## config.mk

```make
export PLATFORM = sky130hd
export DESIGN_NAME = fft_io_sequencer_flat
export DESIGN_NICKNAME = d
export VERILOG_FILES = /design/src/rtl/fft_io_sequencer_if.sv /design/src/rtl/fft_io_sequencer.sv /design/src/flat_wrapper.sv
export SDC_FILE = /design/constraint.sdc
export NUM_CORES = 1
export LEC_CHECK = 0
export ABC_CLOCK_PERIOD_IN_PS = 5400
export CAP_MARGIN = 20
export CELL_PAD_IN_SITES_DETAIL_PLACEMENT = 0
export CELL_PAD_IN_SITES_GLOBAL_PLACEMENT = 1
export CORE_ASPECT_RATIO = 1.1
export CORE_MARGIN = 2
export CORE_UTILIZATION = 36
export DETAILED_ROUTE_END_ITERATION = 10
export GPL_TIMING_DRIVEN = 0
export PLACE_DENSITY_LB_ADDON = 0.1
export SYNTH_ARGS = -nofsm -noshare
export SYNTH_HDL_FRONTEND = slang
export SYNTH_SLANG_ARGS = --single-unit
```

## constraint.sdc

```tcl
create_clock -name iCLK -period 5.4 [get_ports iCLK]
set_input_delay 1.08 -clock iCLK [delete_from_list [all_inputs] [get_ports iCLK]]
set_output_delay 1.08 -clock iCLK [all_outputs]
set_load 0.01 [all_outputs]
```

## src/rtl/fft_io_sequencer_if.sv

```systemverilog
// Host-side bus bundle of the FFT I/O sequencer: sample stream in, result stream out,
// and the FFT core host-port pins. master = sequencer, slave = surrounding system/core.
interface fft_io_sequencer_if #(
    parameter int BANK_AW = 9
);
    logic [15:0]        iS_DATA;
    logic               iS_VALID;
    logic               oS_READY;

    logic [16:0]        oM_DATA;
    logic               oM_VALID;
    logic               iM_READY;
    logic               oM_LAST;

    logic [15:0]        oFFT_DATA;
    logic [BANK_AW-1:0] oADDR_WR_0, oADDR_WR_1, oADDR_WR_2, oADDR_WR_3;
    logic               oWE_0, oWE_1, oWE_2, oWE_3;
    logic [BANK_AW-1:0] oADDR_RD_0, oADDR_RD_1, oADDR_RD_2, oADDR_RD_3;
    logic [16:0]        iDATA_RE_0, iDATA_RE_1, iDATA_RE_2, iDATA_RE_3;
    logic               oFFT_START;
    logic               iFFT_RDY;
    logic               oBUSY;
    logic               oERR;

    modport master (
        input  iS_DATA, iS_VALID, iM_READY, iFFT_RDY,
               iDATA_RE_0, iDATA_RE_1, iDATA_RE_2, iDATA_RE_3,
        output oS_READY, oM_DATA, oM_VALID, oM_LAST, oFFT_DATA,
               oADDR_WR_0, oADDR_WR_1, oADDR_WR_2, oADDR_WR_3,
               oWE_0, oWE_1, oWE_2, oWE_3,
               oADDR_RD_0, oADDR_RD_1, oADDR_RD_2, oADDR_RD_3,
               oFFT_START, oBUSY, oERR
    );

    modport slave (
        output iS_DATA, iS_VALID, iM_READY, iFFT_RDY,
               iDATA_RE_0, iDATA_RE_1, iDATA_RE_2, iDATA_RE_3,
        input  oS_READY, oM_DATA, oM_VALID, oM_LAST, oFFT_DATA,
               oADDR_WR_0, oADDR_WR_1, oADDR_WR_2, oADDR_WR_3,
               oWE_0, oWE_1, oWE_2, oWE_3,
               oADDR_RD_0, oADDR_RD_1, oADDR_RD_2, oADDR_RD_3,
               oFFT_START, oBUSY, oERR
    );
endinterface

```

## src/rtl/fft_io_sequencer.sv

```systemverilog
// Loads one frame of samples into the FFT core's banked RAM, starts the transform,
// waits for completion (with timeout) and streams the results out through a 2-deep FIFO.
module fft_io_sequencer #(
    parameter int BANK_AW = 9,
    parameter int TIMEOUT = 65535
) (
    input  logic               iCLK,
    input  logic               iRESET,
    fft_io_sequencer_if.master bus
);
    localparam int N  = 4 << BANK_AW;
    localparam int KW = BANK_AW + 2;
    localparam int TW = (TIMEOUT > 1) ? $clog2(TIMEOUT) : 1;

    localparam logic [2:0] S_IDLE   = 3'd0;
    localparam logic [2:0] S_LOAD   = 3'd1;
    localparam logic [2:0] S_START  = 3'd2;
    localparam logic [2:0] S_RUN    = 3'd3;
    localparam logic [2:0] S_UNLOAD = 3'd4;

    logic [2:0]         state_q, state_d;
    logic [KW-1:0]      k_q, k_d;
    logic [KW:0]        r_q, r_d;           // one extra bit so r == N means "all reads issued"
    logic [TW-1:0]      run_q, run_d;
    logic               err_q, err_d;
    logic               s_ready_q, s_ready_d;
    logic               busy_q, busy_d;
    logic               start_q, start_d;
    logic [3:0]         we_q, we_d;
    logic [BANK_AW-1:0] addr_wr_q, addr_wr_d;
    logic [15:0]        data_q, data_d;
    logic               rd_vld_q, rd_vld_d;
    logic [1:0]         rd_tag_q, rd_tag_d;
    logic               rd_last_q, rd_last_d;
    logic [17:0]        fifo_q [2];
    logic [17:0]        fifo_d [2];
    logic               wr_ptr_q, wr_ptr_d;
    logic               rd_ptr_q, rd_ptr_d;
    logic [1:0]         occ_q, occ_d;

    logic        accept, pop, issue, m_valid;
    logic [1:0]  occ_after;
    logic [17:0] head;
    logic [16:0] rd_data;

    assign head      = fifo_q[rd_ptr_q];
    assign m_valid   = (occ_q != 2'd0);
    assign accept    = s_ready_q & bus.iS_VALID;
    assign pop       = m_valid & bus.iM_READY;
    // Credit the slot freed by this cycle's pop so a full-rate stream never stalls.
    assign occ_after = occ_q - {1'b0, pop};
    assign issue     = (state_q == S_UNLOAD) && (r_q < (KW+1)'(N)) &&
                       ((occ_after + {1'b0, rd_vld_q}) < 2'd2);

    always_comb begin
        case (rd_tag_q)
            2'd0:    rd_data = bus.iDATA_RE_0;
            2'd1:    rd_data = bus.iDATA_RE_1;
            2'd2:    rd_data = bus.iDATA_RE_2;
            default: rd_data = bus.iDATA_RE_3;
        endcase
    end

    always_comb begin
        // NOTE: every variable gets a default here; without it a missed branch infers a latch.
        state_d   = state_q;
        k_d       = k_q;
        r_d       = r_q;
        run_d     = run_q;
        err_d     = err_q;
        we_d      = '0;
        addr_wr_d = addr_wr_q;
        data_d    = data_q;
        start_d   = 1'b0;
        rd_vld_d  = 1'b0;
        rd_tag_d  = rd_tag_q;
        rd_last_d = rd_last_q;
        fifo_d    = fifo_q;
        wr_ptr_d  = wr_ptr_q;
        rd_ptr_d  = rd_ptr_q;

        if (accept) begin
            we_d      = 4'b0001 << k_q[1:0];
            addr_wr_d = k_q[KW-1:2];
            data_d    = bus.iS_DATA;
            k_d       = k_q + 1'b1;
            if (state_q == S_IDLE) state_d = S_LOAD;
            if (k_q == KW'(N - 1)) state_d = S_START;
        end

        case (state_q)
            S_START: begin
                start_d = 1'b1;
                run_d   = '0;
                state_d = S_RUN;
            end
            S_RUN: begin
                if (bus.iFFT_RDY) begin
                    r_d     = '0;
                    state_d = S_UNLOAD;
                end else if (run_q == TW'(TIMEOUT - 1)) begin
                    err_d   = 1'b1;
                    state_d = S_IDLE;
                end else begin
                    run_d = run_q + 1'b1;
                end
            end
            S_UNLOAD: begin
                if (issue) begin
                    rd_vld_d  = 1'b1;
                    rd_tag_d  = r_q[1:0];
                    rd_last_d = (r_q == (KW+1)'(N - 1));
                    r_d       = r_q + 1'b1;
                end
                if (pop && head[17]) begin
                    r_d     = '0;
                    state_d = S_IDLE;
                end
            end
            default: ;
        endcase

        if (rd_vld_q) begin
            fifo_d[wr_ptr_q] = {rd_last_q, rd_data};
            wr_ptr_d         = ~wr_ptr_q;
        end
        if (pop) rd_ptr_d = ~rd_ptr_q;
        occ_d = occ_q + {1'b0, rd_vld_q} - {1'b0, pop};

        s_ready_d = (state_d == S_IDLE) || (state_d == S_LOAD);
        busy_d    = (state_d != S_IDLE);
    end

    // NOTE: sequential state uses non-blocking assignments so all flops update together.
    always_ff @(posedge iCLK or posedge iRESET) begin
        if (iRESET) begin
            state_q   <= S_IDLE;
            k_q       <= '0;
            r_q       <= '0;
            run_q     <= '0;
            err_q     <= 1'b0;
            s_ready_q <= 1'b0;
            busy_q    <= 1'b0;
            start_q   <= 1'b0;
            we_q      <= '0;
            addr_wr_q <= '0;
            data_q    <= '0;
            rd_vld_q  <= 1'b0;
            rd_tag_q  <= '0;
            rd_last_q <= 1'b0;
            // NOTE: the two FIFO words are reset because the head drives oM_DATA directly.
            fifo_q[0] <= '0;
            fifo_q[1] <= '0;
            wr_ptr_q  <= 1'b0;
            rd_ptr_q  <= 1'b0;
            occ_q     <= '0;
        end else begin
            state_q   <= state_d;
            k_q       <= k_d;
            r_q       <= r_d;
            run_q     <= run_d;
            err_q     <= err_d;
            s_ready_q <= s_ready_d;
            busy_q    <= busy_d;
            start_q   <= start_d;
            we_q      <= we_d;
            addr_wr_q <= addr_wr_d;
            data_q    <= data_d;
            rd_vld_q  <= rd_vld_d;
            rd_tag_q  <= rd_tag_d;
            rd_last_q <= rd_last_d;
            fifo_q    <= fifo_d;
            wr_ptr_q  <= wr_ptr_d;
            rd_ptr_q  <= rd_ptr_d;
            occ_q     <= occ_d;
        end
    end

    assign bus.oS_READY   = s_ready_q;
    assign bus.oM_DATA    = head[16:0];
    assign bus.oM_VALID   = m_valid;
    assign bus.oM_LAST    = m_valid & head[17];
    assign bus.oFFT_DATA  = data_q;
    assign bus.oADDR_WR_0 = addr_wr_q;
    assign bus.oADDR_WR_1 = addr_wr_q;
    assign bus.oADDR_WR_2 = addr_wr_q;
    assign bus.oADDR_WR_3 = addr_wr_q;
    assign bus.oWE_0      = we_q[0];
    assign bus.oWE_1      = we_q[1];
    assign bus.oWE_2      = we_q[2];
    assign bus.oWE_3      = we_q[3];
    assign bus.oADDR_RD_0 = r_q[KW-1:2];
    assign bus.oADDR_RD_1 = r_q[KW-1:2];
    assign bus.oADDR_RD_2 = r_q[KW-1:2];
    assign bus.oADDR_RD_3 = r_q[KW-1:2];
    assign bus.oFFT_START = start_q;
    assign bus.oBUSY      = busy_q;
    assign bus.oERR       = err_q;
endmodule

```

## src/flat_wrapper.sv

```systemverilog
// flat-port wrapper written by rule: the top's interface ports become plain ports
module fft_io_sequencer_flat 
#(
    parameter int BANK_AW = 9,
    parameter int TIMEOUT = 65535
)
  (iCLK, iRESET, bus_iS_DATA, bus_iS_VALID, bus_iM_READY, bus_iFFT_RDY, bus_iDATA_RE_0, bus_iDATA_RE_1, bus_iDATA_RE_2, bus_iDATA_RE_3, bus_oS_READY, bus_oM_DATA, bus_oM_VALID, bus_oM_LAST, bus_oFFT_DATA, bus_oADDR_WR_0, bus_oADDR_WR_1, bus_oADDR_WR_2, bus_oADDR_WR_3, bus_oWE_0, bus_oWE_1, bus_oWE_2, bus_oWE_3, bus_oADDR_RD_0, bus_oADDR_RD_1, bus_oADDR_RD_2, bus_oADDR_RD_3, bus_oFFT_START, bus_oBUSY, bus_oERR);
  fft_io_sequencer_if #(.BANK_AW(BANK_AW)) bus_i ();
  input  logic iCLK;
  input  logic iRESET;
  input wire logic [$bits(bus_i.iS_DATA)-1:0] bus_iS_DATA;
  input wire logic [$bits(bus_i.iS_VALID)-1:0] bus_iS_VALID;
  input wire logic [$bits(bus_i.iM_READY)-1:0] bus_iM_READY;
  input wire logic [$bits(bus_i.iFFT_RDY)-1:0] bus_iFFT_RDY;
  input wire logic [$bits(bus_i.iDATA_RE_0)-1:0] bus_iDATA_RE_0;
  input wire logic [$bits(bus_i.iDATA_RE_1)-1:0] bus_iDATA_RE_1;
  input wire logic [$bits(bus_i.iDATA_RE_2)-1:0] bus_iDATA_RE_2;
  input wire logic [$bits(bus_i.iDATA_RE_3)-1:0] bus_iDATA_RE_3;
  output wire logic [$bits(bus_i.oS_READY)-1:0] bus_oS_READY;
  output wire logic [$bits(bus_i.oM_DATA)-1:0] bus_oM_DATA;
  output wire logic [$bits(bus_i.oM_VALID)-1:0] bus_oM_VALID;
  output wire logic [$bits(bus_i.oM_LAST)-1:0] bus_oM_LAST;
  output wire logic [$bits(bus_i.oFFT_DATA)-1:0] bus_oFFT_DATA;
  output wire logic [$bits(bus_i.oADDR_WR_0)-1:0] bus_oADDR_WR_0;
  output wire logic [$bits(bus_i.oADDR_WR_1)-1:0] bus_oADDR_WR_1;
  output wire logic [$bits(bus_i.oADDR_WR_2)-1:0] bus_oADDR_WR_2;
  output wire logic [$bits(bus_i.oADDR_WR_3)-1:0] bus_oADDR_WR_3;
  output wire logic [$bits(bus_i.oWE_0)-1:0] bus_oWE_0;
  output wire logic [$bits(bus_i.oWE_1)-1:0] bus_oWE_1;
  output wire logic [$bits(bus_i.oWE_2)-1:0] bus_oWE_2;
  output wire logic [$bits(bus_i.oWE_3)-1:0] bus_oWE_3;
  output wire logic [$bits(bus_i.oADDR_RD_0)-1:0] bus_oADDR_RD_0;
  output wire logic [$bits(bus_i.oADDR_RD_1)-1:0] bus_oADDR_RD_1;
  output wire logic [$bits(bus_i.oADDR_RD_2)-1:0] bus_oADDR_RD_2;
  output wire logic [$bits(bus_i.oADDR_RD_3)-1:0] bus_oADDR_RD_3;
  output wire logic [$bits(bus_i.oFFT_START)-1:0] bus_oFFT_START;
  output wire logic [$bits(bus_i.oBUSY)-1:0] bus_oBUSY;
  output wire logic [$bits(bus_i.oERR)-1:0] bus_oERR;
  assign bus_i.iS_DATA = bus_iS_DATA;
  assign bus_i.iS_VALID = bus_iS_VALID;
  assign bus_i.iM_READY = bus_iM_READY;
  assign bus_i.iFFT_RDY = bus_iFFT_RDY;
  assign bus_i.iDATA_RE_0 = bus_iDATA_RE_0;
  assign bus_i.iDATA_RE_1 = bus_iDATA_RE_1;
  assign bus_i.iDATA_RE_2 = bus_iDATA_RE_2;
  assign bus_i.iDATA_RE_3 = bus_iDATA_RE_3;
  assign bus_oS_READY = bus_i.oS_READY;
  assign bus_oM_DATA = bus_i.oM_DATA;
  assign bus_oM_VALID = bus_i.oM_VALID;
  assign bus_oM_LAST = bus_i.oM_LAST;
  assign bus_oFFT_DATA = bus_i.oFFT_DATA;
  assign bus_oADDR_WR_0 = bus_i.oADDR_WR_0;
  assign bus_oADDR_WR_1 = bus_i.oADDR_WR_1;
  assign bus_oADDR_WR_2 = bus_i.oADDR_WR_2;
  assign bus_oADDR_WR_3 = bus_i.oADDR_WR_3;
  assign bus_oWE_0 = bus_i.oWE_0;
  assign bus_oWE_1 = bus_i.oWE_1;
  assign bus_oWE_2 = bus_i.oWE_2;
  assign bus_oWE_3 = bus_i.oWE_3;
  assign bus_oADDR_RD_0 = bus_i.oADDR_RD_0;
  assign bus_oADDR_RD_1 = bus_i.oADDR_RD_1;
  assign bus_oADDR_RD_2 = bus_i.oADDR_RD_2;
  assign bus_oADDR_RD_3 = bus_i.oADDR_RD_3;
  assign bus_oFFT_START = bus_i.oFFT_START;
  assign bus_oBUSY = bus_i.oBUSY;
  assign bus_oERR = bus_i.oERR;
  fft_io_sequencer #(.BANK_AW(BANK_AW), .TIMEOUT(TIMEOUT)) u_core (.iCLK(iCLK), .iRESET(iRESET), .bus(bus_i));
endmodule
```

==> results.yml, run 1 <==
status:
  status: "complete, no violations"
sta:
  tightest_slew_ps: 805.9
  layout_setup_ws_ps: 1838
  finalMaxSlewViolations: 0
  relSlewSlack_pct: 46.08
  rsz0062_at_grt: "no"
  max_freq_ghz: 0.2808
  hold_slack_ps: 450.2
  timing.final.crit_share_pct: 65.95
  fin_setup_tns_ps: 0
  final-hold-violation-count: 0
  finalSetupViolations: 0
  period_minus_slack_ps: 3562
  clock_skew_ps: 8.966
final_layout:
  drive_above_1_share_pct: 26.78
  utilization_pct: 53.72
  fillers: 1480
  layout.nets: 828
  area_growth_syn_to_layout_pct: 47.64
  stdcell_area_sq_um: 9074
  finalNonFillerCells: 952
die:
  ios: 204
  die_w_um: 128.6
  fp.dieArea_sq_um: 18130
  fp.coreArea_sq_um: 16890
  fp-row-count: 50
  die_height_um: 141.0
  initial_core_util_pct: 36.39
drt:
  final_antenna_net_count: 0
  wl_per_cell_um: 15.81
  drt-initial-drc-count: 150
  dr.pass1.iters: 4
  vias_per_cell: 4.846
  drc: 0
  routed_wl_um: 15050
  num_vias: 4613
clock_tree:
  cts.htree.levels: 4
  clock_path_buffers: 2
  cts.clk_slew.worst_paths_ps: 50
  cts.root.buffer_cell: "clkbuf_16"
  numCtsBuffers: 17
  insertion_delay_ps: 410
  cts.sinks: 119
  ctsHoldBuffers: 0
  cts_resized: 0
  post_cts_buffers: 0
  cts_tree: "built"
place:
  placed_area_sq_um: 8461
  dpl.hpwl_um: 11330
  routabilityCongestion: 0.7950
  post-place-ws_ps: 1561
  portBuffers: 202
  place_inst: 919
power:
  combPwrFrac_pct: 26.3
  power_mw: 2.995
  netSwitchingFraction_pct: 25.44
  switchingPower_mw: 0.7619
  power_density_nw_per_um2: 330.1
  clkPwrFrac_pct: 38.6
  power_frac_seq_pct: 35.1
  p_leak_nw: 3.807
  ir_drop_mv: 0.2631
  intPower_mw: 2.233
grt:
  met3_usage_pct: 4.630
  use_met1_pct: 20.40
  antenna_found_initial: 0
  grt-ovfl-total: 0
  grt_max_degree: 71
  grt.total_usage_pct: 17.17
  grt_pass1_vias: 4844
  grt_pass1_wl_um: 24160
  met2_usage_pct: 29.45
  grt_busiest_layer: "met2"
yosys:
  yosys_warnings: 0
  synth-seq-cells: 119
  ys_seq_area_share_pct: 48.45
  synth_edf_count: 0
  synth_ff_type: "dfrtp_1"
  synth_async_sr_flop_share_pct: 100.0
  avgSynthCellArea_sq_um: 12.10
  synth_fp_nets: 606
  ys_types: 50
  syn_area_sq_um: 6146
  synthCells: 508
worst_hold_path:
  hold_class: "flip-flop to flip-flop"
  hp-start: "u_core.bus.oERR$_DFFE_PP0P_"
setup_path:
  cp_num_buf_inv: 3
  crit_path_start_kind: "flip-flop"
  crit_chain: "buf_2 -> buf_1 -> mux2_2 -> clkdlybuf4s50_1"
  cp-startpoint: "u_core.rd_ptr_q$_DFFE_PP0P_"
  slowest_delay_ps: 600
  critPathRequiredTime_ps: 4320
  arrival_ps: 2480
  worst-path-max-fanout: 10
  crit_family: "buffers and inverters"
  critPathKind: "flip-flop to primary output"
  regToRegSetupSlack_ps: 2500
  endpoint_kind: "primary output"
  reg2reg_from: "u_core.occ_q[1]$_DFF_PP0_"
  slowest_stage: "buf_1"
flow_run:
  cap_viol_max_count: 0
## worst reg2reg max path: cells and delay by family, from the launching register on
| family | cells | cell delay, ps |
|---|---|---|
| AOI/OAI and AO/OA | 3 | 910 |
| and+or+nand+nor | 2 | 590 |
| adders and majority gates | 2 | 460 |
| DFF | 1 | 390 |
| xor gates and xnor gates | 1 | 320 |
| buffers and inverters | 2 | 170 |
## logic make-up after synthesis
group / Yosys count / synth area share, %
AOI/OAI and AO/OA: 38 / 4.092
buffers and inverters: 91 / 9.487
adders and majority gates: 9 / 1.832
DFF: 119 / 48.45
muxes: 97 / 20.87
and+or+nand+nor: 123 / 10.59
xor gates and xnor gates: 31 / 4.682
## path summary, 6_finish.rpt
kind | end | cells past startpoint
setup reg to reg | u_core.r_q[5]$_DFFE_PP0P_ | 10
min in group asynchronous | u_core.bus.oFFT_DATA[8]$_DFFE_PP0N_ | 2
hold reg to reg | u_core.bus.oERR$_DFFE_PP0P_ | 1
hold / removal | u_core.bus.oERR$_DFFE_PP0P_ | 1
max in group asynchronous | u_core.fifo_q[35]$_DFFE_PP0P_ | 3
setup / recovery | bus_oM_DATA[8] | 4
## routing by layer
layer / part of all wire (%) / vias to the layer above / wire length (um)
met3: 6.0 / 24 / 898
met4: 2.1 / 0 / 311
met5: 0 / - / 0
met2: 50 / 138 / 7582
met1: 42 / 2255 / 6258
li1: - / 2196 / -
## power by group through the flow
stage | Clock (mW) | Sequential, mW | Combinational, mW
2_1_floorplan | 0 | 1.07 | 0.383
3_3_place_gp | 0 | 1.06 | 0.783
3_5_place_dp | 0 | 1.07 | 0.800
4_1_cts | 1.18 | 1.05 | 0.802
5_1_grt | 1.22 | 1.07 | 0.844
6_report | 1.16 | 1.05 | 0.787
## flip-flops by register name (all words and copies together) (netlist names)
| register | flops |
|---|---|
| u_core.bus.oADDR_WR_0 | 9 |
| u_core.bus.oBUSY | 1 |
| u_core.bus.oERR | 1 |
| u_core.bus.oFFT_DATA | 16 |
| u_core.bus.oFFT_START | 1 |
| u_core.bus.oS_READY | 1 |
| u_core.fifo_q | 36 |
| u_core.k_q | 11 |
| u_core.occ_q | 2 |
| u_core.r_q | 12 |
| u_core.rd_last_q | 1 |
| u_core.rd_ptr_q | 1 |
| u_core.rd_tag_q | 2 |
| u_core.rd_vld_q | 1 |
| u_core.run_q | 16 |
| u_core.state_q | 3 |
| u_core.we_q | 4 |
| u_core.wr_ptr_q | 1 |
## placed cells by master, fill, tap and decap left out, drive strengths merged, types with 2 or more instances in the layout
cell	n
clkbuf	34
nand4b	2
a31oi	2
nand2	24
xor2	9
nor3	9
bufinv	3
inv	13
nor3b	2
o21ai	14
ha	9
a21o	3
and2	3
buf	69
nor4	6
clkdlybuf4s50	202
a21oi	8
nand3	10
or3	3
a21boi	2
dfrtp	119
mux2	79
clkinv	5
and3	8
nor2	32
and4	3
xnor2	21
nor2b	2
mux4	17
nand4	11
nor4b	4
## Yosys cell counts, types with 2 or more instances
cell type    n  area share (%)
dfrtp_1    119              48
and2_1       2            0.20
and3_1       8            0.81
nor2_1      32             2.0
or3_1        3            0.31
inv_1       13            0.79
buf_2        4            0.33
xnor2_1     21             3.0
nand2_1     22             1.3
nand3_1     10            0.81
nand4b_1     2            0.29
a31oi_1      2            0.20
buf_4       63             7.7
a21o_1       3            0.37
o21ai_0     13             1.1
clkbuf_1    10            0.61
and4_1       3            0.43
ha_1         9             1.8
nor3b_1      2            0.24
a21oi_1      8            0.65
a21boi_0     2            0.24
xor2_1       9             1.3
mux2_2      79              14
nor3_1       8            0.65
mux4_2      17             6.2
nand4_1     11             1.1
nor4_1       6            0.61
nor2b_1      2            0.20
nor4b_1      4            0.57
## layout make-up
class	count	area [sq um]	share of cell area, %
flip-flops and latches	119	2978	32.82
inverters	13	53.80	0.5929
clock buffers	24	491.7	5.419
plain buffers	78	534.3	5.888
well taps	208	260.3	2.868
multi-input cells	298	2585	28.49
repair buffers	203	2049	22.59
diodes	1	2.502	0.02758
clock inverters	8	118.9	1.310
Note: power is estimated with default switching activity, not from simulation.
==> run 2: changes to the inputs <==
ABC_CLOCK_PERIOD_IN_PS = 3300   (was 5400)
clock period = 3.3 ns   (was 5.4 ns; I/O delays follow)
==> run 2 against run 1 <==
Setup slack worse by 1700 ps. Count of clock-buffer cells in the layout up 5. Total power increased by 55%. Sequential share of layout area increased by 0.20 points. Via count down 0.43%. Sequential power is 64% higher. Final area is 0.62% lower. Register-to-register slack got worse by 2000 ps. Core utilization shrank 0.33 points. Clock skew fell by 1.4 ps. Critical endpoint unchanged. Highest routed layer unchanged.
==> results.yml, run 2 (synthesis results as in run 1) <==
sta:
  finalMaxSlewViolations: 0
  hold_slack_ps: 463.7
  max_freq_ghz: 0.3166
  tightest_slew_ps: 816.8
  timing.final.crit_share_pct: 95.70
  finalSetupViolations: 0
  rsz0062_at_grt: "no"
  period_minus_slack_ps: 3158
  clock_skew_ps: 7.577
  fin_setup_tns_ps: 0
  relSlewSlack_pct: 45.35
  final-hold-violation-count: 0
grt:
  grt_pass1_vias: 4581
  grt.total_usage_pct: 16.55
  antenna_found_initial: 0
  grt_pass1_wl_um: 23310
  grt_max_degree: 40
  grt-ovfl-total: 0
final_layout:
  largest_reg_flops: 36
  stdcell_area_sq_um: 9017
  utilization_pct: 53.39
  drive_above_1_share_pct: 26.31
  layout.nets: 830
  area_growth_syn_to_layout_pct: 46.72
  final_cell_mix: "202 x clkdlybuf4s50_1, 119 x dfrtp_1, 79 x mux2_2"
  largest_register: "u_core.fifo_q"
  layout_commonest_cell: "clkdlybuf4s50_1"
  diodes: 0
clock_tree:
  ctsHoldBuffers: 0
  post_cts_buffers: 0
  numCtsBuffers: 17
  insertion_delay_ps: 410
  cts.root.buffer_cell: "clkbuf_16"
  cts_resized: 0
  cts.htree.levels: 4
  cts_tree: "built"
  clock_path_buffers: 2
  cts.clk_slew.worst_paths_ps: 50
  cts.sinks: 119
drt:
  dr.pass1.iters: 4
  final_antenna_net_count: 0
  drc: 0
  drt-initial-drc-count: 127
  num_vias: 4593
  wl_per_cell_um: 15.47
  top_layer: "met4"
  routed_wl_um: 14740
  vias_per_cell: 4.820
  wl_met2_um: 7261
  wl_met3_um: 919
  met1Wirelength_um: 6274
setup_path:
  slowest_stage: "buf_1"
  slowest_delay_ps: 610
  worst-path-max-fanout: 10
  crit_path_start_kind: "flip-flop"
  crit_chain: "buf_2 -> buf_1 -> mux2_2 -> clkdlybuf4s50_1"
  critPathRequiredTime_ps: 2640
  endpoint_kind: "primary output"
  cp_num_buf_inv: 3
  critPathKind: "flip-flop to primary output"
  arrival_ps: 2500
  crit_family: "buffers and inverters"
die:
  fp.dieArea_sq_um: 18130
  die_w_um: 128.6
  ios: 204
  fp-row-count: 50
  initial_core_util_pct: 36.39
  fp.coreArea_sq_um: 16890
  die_height_um: 141.0
power:
  intPower_mw: 3.433
  power_mw: 4.654
  p_leak_nw: 3.774
  power_frac_seq_pct: 37.0
  netSwitchingFraction_pct: 26.24
  clkPwrFrac_pct: 35.3
  power_density_nw_per_um2: 516.1
  combPwrFrac_pct: 27.7
  switchingPower_mw: 1.221
  ir_drop_mv: 0.3325
place:
  dpl.hpwl_um: 11010
  portBuffers: 202
  routabilityCongestion: 0.7698
  placed_area_sq_um: 8492
worst_hold_path:
  hold_class: "flip-flop to flip-flop"
status:
  status: "complete, no violations"
flow_run:
  cap_viol_max_count: 0
[run 2: path summary, 6_finish.rpt]
check                                       startpoint                            end  slack, ps  cells after the start
hold reg to reg            u_core.bus.oERR$_DFFE_PP0P_    u_core.bus.oERR$_DFFE_PP0P_        460                      1
setup reg to reg             u_core.occ_q[0]$_DFF_PP0_      u_core.r_q[5]$_DFFE_PP0P_        460                     10
min in group asynchronous                       iRESET  u_core.fifo_q[28]$_DFFE_PP0P_        530                      2
setup / recovery           u_core.rd_ptr_q$_DFFE_PP0P_                 bus_oM_DATA[8]        140                      4
max in group asynchronous                       iRESET    u_core.run_q[9]$_DFFE_PP0P_       2050                      4
hold / removal             u_core.bus.oERR$_DFFE_PP0P_    u_core.bus.oERR$_DFFE_PP0P_        460                      1
[run 2: area by class of cell]
type	count	area, sq um
clock buffers	29	510.5
flip-flops and latches	119	2978
multi-input cells	298	2585
clock inverters	3	15.01
fillers	1448	7874
inverters	13	52.55
plain buffers	78	534.3
well taps	208	260.3
repair buffers	205	2082
[run 2: power groups by stage]
stage	Clock, mW	Sequential, mW	Combinational [mW]
global route	1.76	1.75	1.38
finish	1.64	1.72	1.29
floorplan	0	1.75	0.626
CTS	1.68	1.72	1.31
global placement	0	1.74	1.28
detailed placement	0	1.75	1.30
[run 2: worst register-to-register path, stage by stage (launching register included)]
cell	delay [ps]
dfrtp_1	400
o21ai_1	430
inv_1	100
ha_1	310
inv_1	60
ha_1	140
xor3_2	310
o221ai_4	290
nand2_4	110
or4_1	470
a21oi_1	150
[run 2: per-stage QoR]
stage,setup slack (ps),instances
finish,141.8,953
CTS,130.2,953
global route,18.53,953
detailed placement,-60.29,921
global placement,-45.25,918
floorplan,558.7,508
[run 2: routing by layer]
layer	track usage (%)	vias to the layer above
li1	-	2187
met1	20.24	2239
met2	27.80	145
met3	4.250	22
met4	6.865	0
met5	0	-
